File: config.mk
export PLATFORM = sky130hd
export DESIGN_NAME = display_scanner
export DESIGN_NICKNAME = d
export VERILOG_FILES = /design/src/rtl/display_scanner.sv
export SDC_FILE = /design/constraint.sdc
export NUM_CORES = 1
export LEC_CHECK = 0
export ABC_AREA = 1
export CAP_MARGIN = 5
export CELL_PAD_IN_SITES_DETAIL_PLACEMENT = 2
export CELL_PAD_IN_SITES_GLOBAL_PLACEMENT = 2
export CORE_UTILIZATION = 25
export DETAILED_ROUTE_END_ITERATION = 8
export PLACE_DENSITY = 0.82
export SLEW_MARGIN = 5
export SYNTH_ARGS = -nofsm -noshare
export SYNTH_HDL_FRONTEND = slang
export SYNTH_SLANG_ARGS = --single-unit
File: constraint.sdc
create_clock -name clock -period 1.3 [get_ports clock]
set_input_delay 0.26 -clock clock [delete_from_list [all_inputs] [get_ports clock]]
set_output_delay 0.26 -clock clock [all_outputs]
set_load 0.005 [all_outputs]
File: src/rtl/display_scanner.sv
// Time-multiplexed seven-segment scanner: one blank cycle, then SCAN_DIV-1 lit cycles per digit.
// Optional leading-zero suppression when LEADING_ZERO_BLANK_EN is defined.
module display_scanner #(
  parameter int NUM_DIGITS = 4,
  parameter int SCAN_DIV   = 1000
) (
  input  logic                                                  clock,
  input  logic                                                  reset,
  input  logic                                                  en,
  input  logic [4*NUM_DIGITS-1:0]                               digits,
  input  logic [NUM_DIGITS-1:0]                                 dp,
  output logic [6:0]                                            seg_L,
  output logic                                                  dp_L,
  output logic [NUM_DIGITS-1:0]                                 an_L,
  output logic [((NUM_DIGITS > 1) ? $clog2(NUM_DIGITS) : 1)-1:0] digit_idx
);

  localparam int IW = (NUM_DIGITS > 1) ? $clog2(NUM_DIGITS) : 1;
  localparam int CW = $clog2(SCAN_DIV);
  localparam logic [CW-1:0] CNT_LAST = CW'(SCAN_DIV - 1);
  localparam logic [IW-1:0] IDX_LAST = IW'(NUM_DIGITS - 1);

  logic [CW-1:0] cnt_q, cnt_d;
  logic [IW-1:0] idx_q, idx_d;
  logic [3:0]    cur_nib_q, cur_nib_d;
  logic          cur_dp_q, cur_dp_d;
`ifdef LEADING_ZERO_BLANK_EN
  logic          lz_q, lz_d;
  logic          upper_nz;
`endif

  logic [6:0]            seg_d, seg_dec;
  logic                  dp_ld;
  logic [NUM_DIGITS-1:0] an_d;
  logic [IW-1:0]         didx_d;

  always_ff @(posedge clock) begin
    if (reset) begin
      cnt_q     <= '0;
      idx_q     <= '0;
      cur_nib_q <= '0;
      cur_dp_q  <= 1'b0;
`ifdef LEADING_ZERO_BLANK_EN
      lz_q      <= 1'b0;
`endif
    end else begin
      cnt_q     <= cnt_d;
      idx_q     <= idx_d;
      cur_nib_q <= cur_nib_d;
      cur_dp_q  <= cur_dp_d;
`ifdef LEADING_ZERO_BLANK_EN
      lz_q      <= lz_d;
`endif
    end
  end

  always_comb begin
    cnt_d     = cnt_q;
    idx_d     = idx_q;
    cur_nib_d = cur_nib_q;
    cur_dp_d  = cur_dp_q;
`ifdef LEADING_ZERO_BLANK_EN
    lz_d      = lz_q;
    upper_nz  = 1'b0;
`endif
    if (en) begin
      if (cnt_q == CNT_LAST) begin
        cnt_d = '0;
        idx_d = (idx_q == IDX_LAST) ? '0 : idx_q + IW'(1);
      end else begin
        cnt_d = cnt_q + CW'(1);
      end
      // Snapshot only at slot start so a slot never shows two different values.
      if (cnt_q == '0) begin
        for (int unsigned k = 0; k < NUM_DIGITS; k++) begin
          if (idx_q == IW'(k)) begin
            cur_nib_d = digits[4*k +: 4];
            cur_dp_d  = dp[k];
          end
`ifdef LEADING_ZERO_BLANK_EN
          if (k >= 32'(idx_q)) upper_nz = upper_nz | (|digits[4*k +: 4]);
`endif
        end
`ifdef LEADING_ZERO_BLANK_EN
        lz_d = (idx_q != '0) && !upper_nz;
`endif
      end
    end
  end

  always_comb begin
    case (cur_nib_q)
      4'h0: seg_dec = 7'h40;
      4'h1: seg_dec = 7'h79;
      4'h2: seg_dec = 7'h24;
      4'h3: seg_dec = 7'h30;
      4'h4: seg_dec = 7'h19;
      4'h5: seg_dec = 7'h12;
      4'h6: seg_dec = 7'h02;
      4'h7: seg_dec = 7'h78;
      4'h8: seg_dec = 7'h00;
      4'h9: seg_dec = 7'h10;
      4'hA: seg_dec = 7'h08;
      4'hB: seg_dec = 7'h03;
      4'hC: seg_dec = 7'h46;
      4'hD: seg_dec = 7'h21;
      4'hE: seg_dec = 7'h06;
      default: seg_dec = 7'h0E;
    endcase
  end

  always_comb begin
    an_d   = '1;
    seg_d  = '1;
    dp_ld  = 1'b1;
    didx_d = idx_q;
    if (en && (cnt_q != '0)) begin
      for (int unsigned k = 0; k < NUM_DIGITS; k++) begin
        an_d[k] = (idx_q != IW'(k));
      end
      seg_d = seg_dec;
      dp_ld = ~cur_dp_q;
`ifdef LEADING_ZERO_BLANK_EN
      if (lz_q) seg_d = '1;
`endif
    end
  end

  always_ff @(posedge clock) begin
    if (reset) begin
      an_L      <= '1;
      seg_L     <= '1;
      dp_L      <= 1'b1;
      digit_idx <= '0;
    end else begin
      an_L      <= an_d;
      seg_L     <= seg_d;
      dp_L      <= dp_ld;
      digit_idx <= didx_d;
    end
  end

endmodule

==> flow_summary.json, run 1 <==
{
  "ioPinCount": 37,
  "timing.hold.ws_ns": 0.464,
  "grt-ovfl-total": 0,
  "busiest_layer": "met2",
  "min_path_type": "flop to flop",
  "drc": 1,
  "p_switching_uw": 711,
  "final.setup.tns_ns": -2.17,
  "grt_max_degree": 13,
  "drive_gt1_frac": 0.403,
  "use_met1": 0.244,
  "synthTopCellsByCount": "55 x nand2_1, 39 x nor2_1, 31 x dfxtp_1",
  "worstMarginPinSlew_ns": 0.333,
  "synth.most_common_cell": "nand2_1",
  "p_leak_nw": 1.21,
  "rsz0062_at_grt": "true",
  "synthCells": 241,
  "layout_min_cycle_time_ns": 1.47,
  "synth_nets": 276,
  "dpl.hpwl_um": 4350,
  "wl_per_cell_um": 21.0,
  "critical_path.max_fanout": 5,
  "grt_pass1_vias": 2138,
  "synth_area_mm2": 0.00171,
  "ys_warn_count": 0,
  "internal-power_mw": 1.58,
  "muxShareOfSynthArea": 0,
  "initial_core_util": 0.265,
  "netlist-cell-type-count": 30,
  "synth_simple_gate_area_frac": 0.363,
  "final-max-slew-violation-count": 0,
  "synth-seq-area-share": 0.363,
  "synthArstFlopShare": 0,
  "holdPathEnd": "dp_L",
  "cts_root_buffer": "clkbuf_8",
  "path_clk_slew_ns": 0.08,
  "finalClockSkew_ns": 0.0118,
  "stdcell_area_mm2": 0.00284,
  "setup_slack_ns": -0.172,
  "num_vias": 1944,
  "synth_top_family_by_area": "simple AND/OR/NAND/NOR gates",
  "dr.pass1.iters": 6,
  "rr_startpoint": "didx_d[1]",
  "hold_start": "cur_dp_q",
  "drtAntennaViolNets": 0,
  "violations": "DRC, setup timing",
  "worst-endpoint-required_ns": 1.48,
  "min_path_cells": 1,
  "crit_path_start_kind": "flop",
  "fin_nets": 349,
  "synth-edff-count": 0,
  "synth_fa_ha_area_frac": 0.0878,
  "clkSinkCount": 31,
  "use_met2": 0.375,
  "num_antenna_cells": 0,
  "rrSetupSlack_ns": -0.17,
  "reg2reg_depth": 8,
  "synth_xor_xnor_area_share": 0.0102,
  "comb_power_share": 0.221,
  "ys.flop_type": "dfxtp_1",
  "placed_area_mm2": 0.00232,
  "path_buf_inv": 2,
  "drt-total-wl_um": 8240,
  "htree_num_levels": 2,
  "status": "finished, violations left",
  "die_height_um": 84.7,
  "cp_slowest_stage_delay_ns": 0.38,
  "slew_headroom": 0.777,
  "reg2reg_to": "cur_nib_q[3]",
  "grt_pass1_wl_um": 11500,
  "use_met3": 0.0472,
  "cpMostUsedCell": "nor2_1",
  "critPathTopFamily": "simple AND/OR/NAND/NOR gates",
  "die_w_um": 84.7,
  "ir_drop_mv": 0.369,
  "avgSynthCellArea_um2": 7.09,
  "place.gp.congestion": 0.742,
  "cts_hold_buf": 0,
  "hold_viol": 0,
  "worstPathArrival_ns": 1.65,
  "cp.depth": 8,
  "antenna_found_initial": 0,
  "cts_buffer_depth": 2,
  "io_buffers": 36,
  "viasPerCell": 4.96,
  "endpoint_kind": "flop",
  "worstPathCellList": "inv_4 -> buf_6 -> ha_4 -> nor2_4 -> a21oi_4 -> nand2_4 -> nor2_1 -> nor2_1",
  "final_core_util": 0.440,
  "max_cap_viol_count": 0,
  "clk_latency_ns": 0.29,
  "critPathKind": "flop to flop",
  "timing.final.crit_share": 1.13,
  "final-setup-viol-count": 25,
  "dieArea_mm2": 0.00717,
  "power.density_mw_per_mm2": 804,
  "fmaxAchievable_mhz": 679,
  "seqPwrFrac": 0.441,
  "switching_share": 0.311,
  "synth_area_leaders": "dfxtp_1 36%, nand2_1 12%, ha_1 8.8%, nor2_1 8.6%, nand3_1 6.7%",
  "dr.first_iter.drc_count": 59,
  "ys_seq_elements": 31,
  "yosysTopAreaCell": "dfxtp_1",
  "syn_to_final_growth_pct": 66.3,
  "synth_top_area_frac": 0.363,
  "row_count": 29,
  "core_area_mm2": 0.00646,
  "gr-usage-all-layers": 0.216,
  "crit_slowest_cell": "dfxtp_4",
  "synth-compound-area-share": 0.0813,
  "p_clk_frac": 0.338,
  "cts_tree": "built",
  "cts_buffers": 5
}
==> power groups by stage <==
stage               clock network [mW]  logic, mW  registers (mW)
floorplan                            0      0.209            1.03
global placement                     0      0.378            1.03
detailed placement                   0      0.398            1.03
CTS                              0.779      0.443            1.00
global route                     0.829      0.543            1.01
finish                           0.772      0.506            1.01
==> how the worst max path moves through the flow <==
| stage | from | endpoint | slack, ns |
|---|---|---|---|
| final | didx_d[1] | cur_nib_q[3] | -0.17 |
| after global routing | didx_d[1] | cur_nib_q[3] | -0.22 |
| after CTS | didx_d[0] | cur_dp_q | -0.07 |
| after detailed placement | en | cur_nib_q[2] | -0.32 |
| after global placement | en | cur_nib_q[2] | -0.29 |
| after floorplan | didx_d[0] | cur_dp_q | 0.009 |
==> routing by layer <==
metal | share of wire | vias to the layer above
met1 | 0.42 | 961
li1 | - | 908
met2 | 0.52 | 55
met3 | 0.027 | 20
met4 | 0.032 | 0
met5 | 0 | -
==> registers in the layout, summed over array words and instances (netlist names) <==
name	cells
cnt_q	10
seg_L	7
an_L	4
cur_nib_q	4
didx_d	2
digit_idx	2
cur_dp_q	1
dp_L	1
==> metrics by stage <==
| stage | power, mW | std cells | setup WS, ns |
|---|---|---|---|
| 2_1_floorplan | 1.24 | 241 | 0.00876 |
| 3_3_place_gp | 1.40 | 374 | -0.295 |
| 3_5_place_dp | 1.43 | 374 | -0.315 |
| 4_1_cts | 2.23 | 384 | -0.0676 |
| 5_1_grt | 2.38 | 392 | -0.224 |
| 6_report | 2.29 | 392 | -0.172 |
==> worst reg2reg max path: stages (launching register included) <==
cell	delay (ns)
dfxtp_4	0.38
inv_4	0.08
buf_6	0.11
ha_4	0.16
nor2_4	0.04
a21oi_4	0.23
nand2_4	0.14
nor2_1	0.15
nor2_1	0.07
==> repair_timing <==
| item | in CTS | in global routing |
|---|---|---|
| endpoints found under the hold margin | 0 | 0 |
| setup buffers | 1 | 8 |
| endpoints found under the setup margin | 40 | 27 |
| cloned | 1 | 0 |
| resized for setup | 66 | 60 |
| pin swaps | 12 | 28 |
==> cell type report <==
type	count	area, µm²
clock buffers	7	76.3
flip-flops and latches	31	643
repair buffers	73	657
fillers	730	3620
well taps	77	96.3
multi-input cells	174	1240
inverters	29	129
clock inverters	1	5.00
==> kinds of logic (layout without fill, tap and decap cells) <==
kind of cell,count (synthesis),in the layout
AO/OA/AOI/OAI,22,22
AND/OR/NAND/NOR,137,138
adder cells (fa/ha/maj),12,12
flip-flops,31,31
buffers and inverters,37,110
XOR/XNOR,2,2
==> placed cells by master (no fill, tap or decap), drive strengths merged, types with 2 or more instances in the layout <==
| master | Yosys | layout |
|---|---|---|
| a21oi | 6 | 6 |
| o211ai | 2 | 2 |
| o21ai | 9 | 9 |
| nand3 | 25 | 25 |
| clkdlybuf4s50 | 0 | 21 |
| nand2 | 57 | 58 |
| nand4 | 3 | 3 |
| or2 | 5 | 5 |
| dfxtp | 31 | 31 |
| nor3 | 4 | 4 |
| inv | 29 | 29 |
| buf | 7 | 37 |
| o2111ai | 3 | 3 |
| nor2 | 43 | 43 |
| ha | 12 | 12 |
| dlygate4sd2 | 0 | 15 |
| clkbuf | 1 | 7 |
(Power assumes the default switching activity.)
==> run 2, diff against run 1 <==
--- a/config.mk
+++ b/config.mk
@@ -9,9 +9,9 @@
 export CAP_MARGIN = 5
 export CELL_PAD_IN_SITES_DETAIL_PLACEMENT = 2
 export CELL_PAD_IN_SITES_GLOBAL_PLACEMENT = 2
-export CORE_UTILIZATION = 25
+export CORE_UTILIZATION = 27
 export DETAILED_ROUTE_END_ITERATION = 8
-export PLACE_DENSITY = 0.82
+export PLACE_DENSITY = 0.84
 export SLEW_MARGIN = 5
 export SYNTH_ARGS = -nofsm -noshare
 export SYNTH_HDL_FRONTEND = slang
==> constraint.sdc (replaced) <==
create_clock -name clock -period 1.6 [get_ports clock]
set_input_delay 0.32 -clock clock [delete_from_list [all_inputs] [get_ports clock]]
set_output_delay 0.32 -clock clock [all_outputs]
set_load 0.005 [all_outputs]
==> run 2 against run 1 <==
Compared with the run above:
- global-route usage is 4.0 points lower
- the flow now finishes without violations
- hold slack worse by 0.033 ns
- combinational power is 42% lower
- sequential share of layout area up 4.8 points
- via count shrank 14%
==> flow_summary.json, run 2 (synthesis results as in run 1) <==
{
  "finalClockSkew_ns": 0.0128,
  "power.density_mw_per_mm2": 758,
  "worstPathArrival_ns": 1.61,
  "endpoint_kind": "flop",
  "wl_per_cell_um": 14.4,
  "cts_setup_buffers": 0,
  "cts_buffer_depth": 2,
  "core_area_mm2": 0.00603,
  "num_antenna_cells": 0,
  "top_regs": "cnt_q (10), seg_L (7)",
  "final_core_util": 0.377,
  "worst-endpoint-required_ns": 1.77,
  "drive_gt1_frac": 0.136,
  "ir_drop_mv": 0.341,
  "dr.first_iter.drc_count": 51,
  "timing.final.crit_share": 0.901,
  "drt-total-wl_um": 5200,
  "final_cell_mix": "55 x nand2_1, 39 x nor2_1, 36 x clkdlybuf4s50_1, 30 x dfxtp_1, 26 x inv_1",
  "syn_to_final_growth_pct": 32.9,
  "path_clk_slew_ns": 0.07,
  "final_cell_count_no_fill": 362,
  "initial_core_util": 0.284,
  "dp_cells": 354,
  "clk_latency_ns": 0.28,
  "row_count": 28,
  "status": "finished clean",
  "dpl.hpwl_um": 4050,
  "cts_buffers": 5,
  "grt-ovfl-total": 0,
  "layout_min_cycle_time_ns": 1.44,
  "hold_viol": 0,
  "regArea_um2": 622,
  "grt_pass1_vias": 1830,
  "fmaxAchievable_mhz": 694,
  "p_leak_nw": 1.02,
  "cts_root_buffer": "clkbuf_8",
  "max_cap_viol_count": 0,
  "cts_tree": "built",
  "place.gp.congestion": 0.853,
  "dr.pass1.iters": 4,
  "dieArea_mm2": 0.00665,
  "num_vias": 1681,
  "ioPinCount": 37,
  "cts_hold_buf": 0,
  "htree_num_levels": 2,
  "multi_input_area_um2": 927,
  "die_w_um": 81.6,
  "gr-usage-all-layers": 0.176,
  "clkSinkCount": 31,
  "crit_path_start_kind": "flop",
  "grt_max_degree": 13,
  "die_height_um": 81.6,
  "fin_nets": 321,
  "largest_register_ffs": 10,
  "io_buffers": 36,
  "worstMarginPinSlew_ns": 0.376,
  "slew_headroom": 0.749,
  "min_path_type": "flop to flop",
  "rsz0062_at_grt": "false",
  "layout_commonest_cell": "nand2_1",
  "final-max-slew-violation-count": 0,
  "critical_path.max_fanout": 10,
  "n_fill_cell": 724,
  "drtAntennaViolNets": 0,
  "ctsResizeCount": 0,
  "antenna_found_initial": 0,
  "viasPerCell": 4.64,
  "regMostFlops": "cnt_q",
  "grt_pass1_wl_um": 8780,
  "final-setup-viol-count": 0,
  "critPathKind": "flop to flop",
  "drc": 0
}
run 2: cell types whose count changed in the layout (fill, tap and decap cells not counted), sizes merged:
cell,change
buf,-27
clkbuf,-2
clkdlybuf4s50,+15
clkinv,+2
dlygate4sd2,-15
nand2,-1
run 2: critical path, stage by stage, from the launching register on:
cell	delay (ns)
dfxtp_2	0.34
inv_1	0.07
buf_4	0.15
ha_1	0.23
nor2_1	0.13
a21oi_2	0.09
nand2_4	0.13
nand2_1	0.08
nand2_1	0.09
nor2_1	0.04
run 2: per-stage QoR:
| stage | power (mW) | setup WS (ns) | setup TNS [ns] | instance area, µm² | hold WS [ns] |
|---|---|---|---|---|---|
| 2_1_floorplan | 1.00 | 0.270 | 0 | 1710 | 0.381 |
| 3_3_place_gp | 1.12 | -0.0186 | -0.0451 | 2190 | 0.408 |
| 3_5_place_dp | 1.13 | -0.0769 | -0.967 | 2190 | 0.416 |
| 4_1_cts | 1.75 | 0.0874 | 0 | 2270 | 0.434 |
| 5_1_grt | 1.83 | 0.00899 | 0 | 2270 | 0.445 |
| 6_report | 1.72 | 0.159 | 0 | 2270 | 0.432 |
run 2: final cells by class:
type	count	area share
clock buffers	5	0.0303
multi-input cells	173	0.408
well taps	75	0.0413
clock inverters	3	0.00661
flip-flops and latches	31	0.274
inverters	29	0.0479
repair buffers	46	0.192
run 2: layer usage:
layer  share of wire  vias to the layer above  wire length [µm]  GRT usage
met5               0                        -                 0          0
met3           0.032                        2               166     0.0356
met4          0.0075                        0                39     0.0554
met1            0.46                      803              2370      0.214
li1                -                      845                 -          -
met2            0.50                       31              2620      0.308
run 2: final timing paths:
check | from | end | slack [ns] | cells past startpoint
max | didx_d[0] | cur_nib_q[1] | 0.16 | 9
min | cur_dp_q | dp_L | 0.43 | 1
max reg2reg | didx_d[0] | cur_nib_q[1] | 0.16 | 9
min reg2reg | cur_dp_q | dp_L | 0.43 | 1
run 2: power breakdown:
part	total [mW]	internal, mW	switching [mW]
combinational	0.291	0.136	0.155
clock	0.602	0.298	0.305
sequential	0.828	0.801	0.0271
total	1.72	1.23	0.487
==> run 3, diff against run 2 <==
==> constraint.sdc (replaced) <==
create_clock -name clock -period 1.6 [get_ports clock]
set_input_delay 0.32 -clock clock [delete_from_list [all_inputs] [get_ports clock]]
set_output_delay 0.32 -clock clock [all_outputs]
set_load 0.02 [all_outputs]
==> results of run 3 <==
The final DEF is identical to that of run 2. Status: finished clean.
Main changes from that run: setup slack after layout 0.159 ns -> 0.0710 ns; start point of the critical path didx_d[0] -> an_L[2]; end point of the critical path cur_nib_q[1] -> an_L[2]; total power 1.72 mW -> 1.74 mW
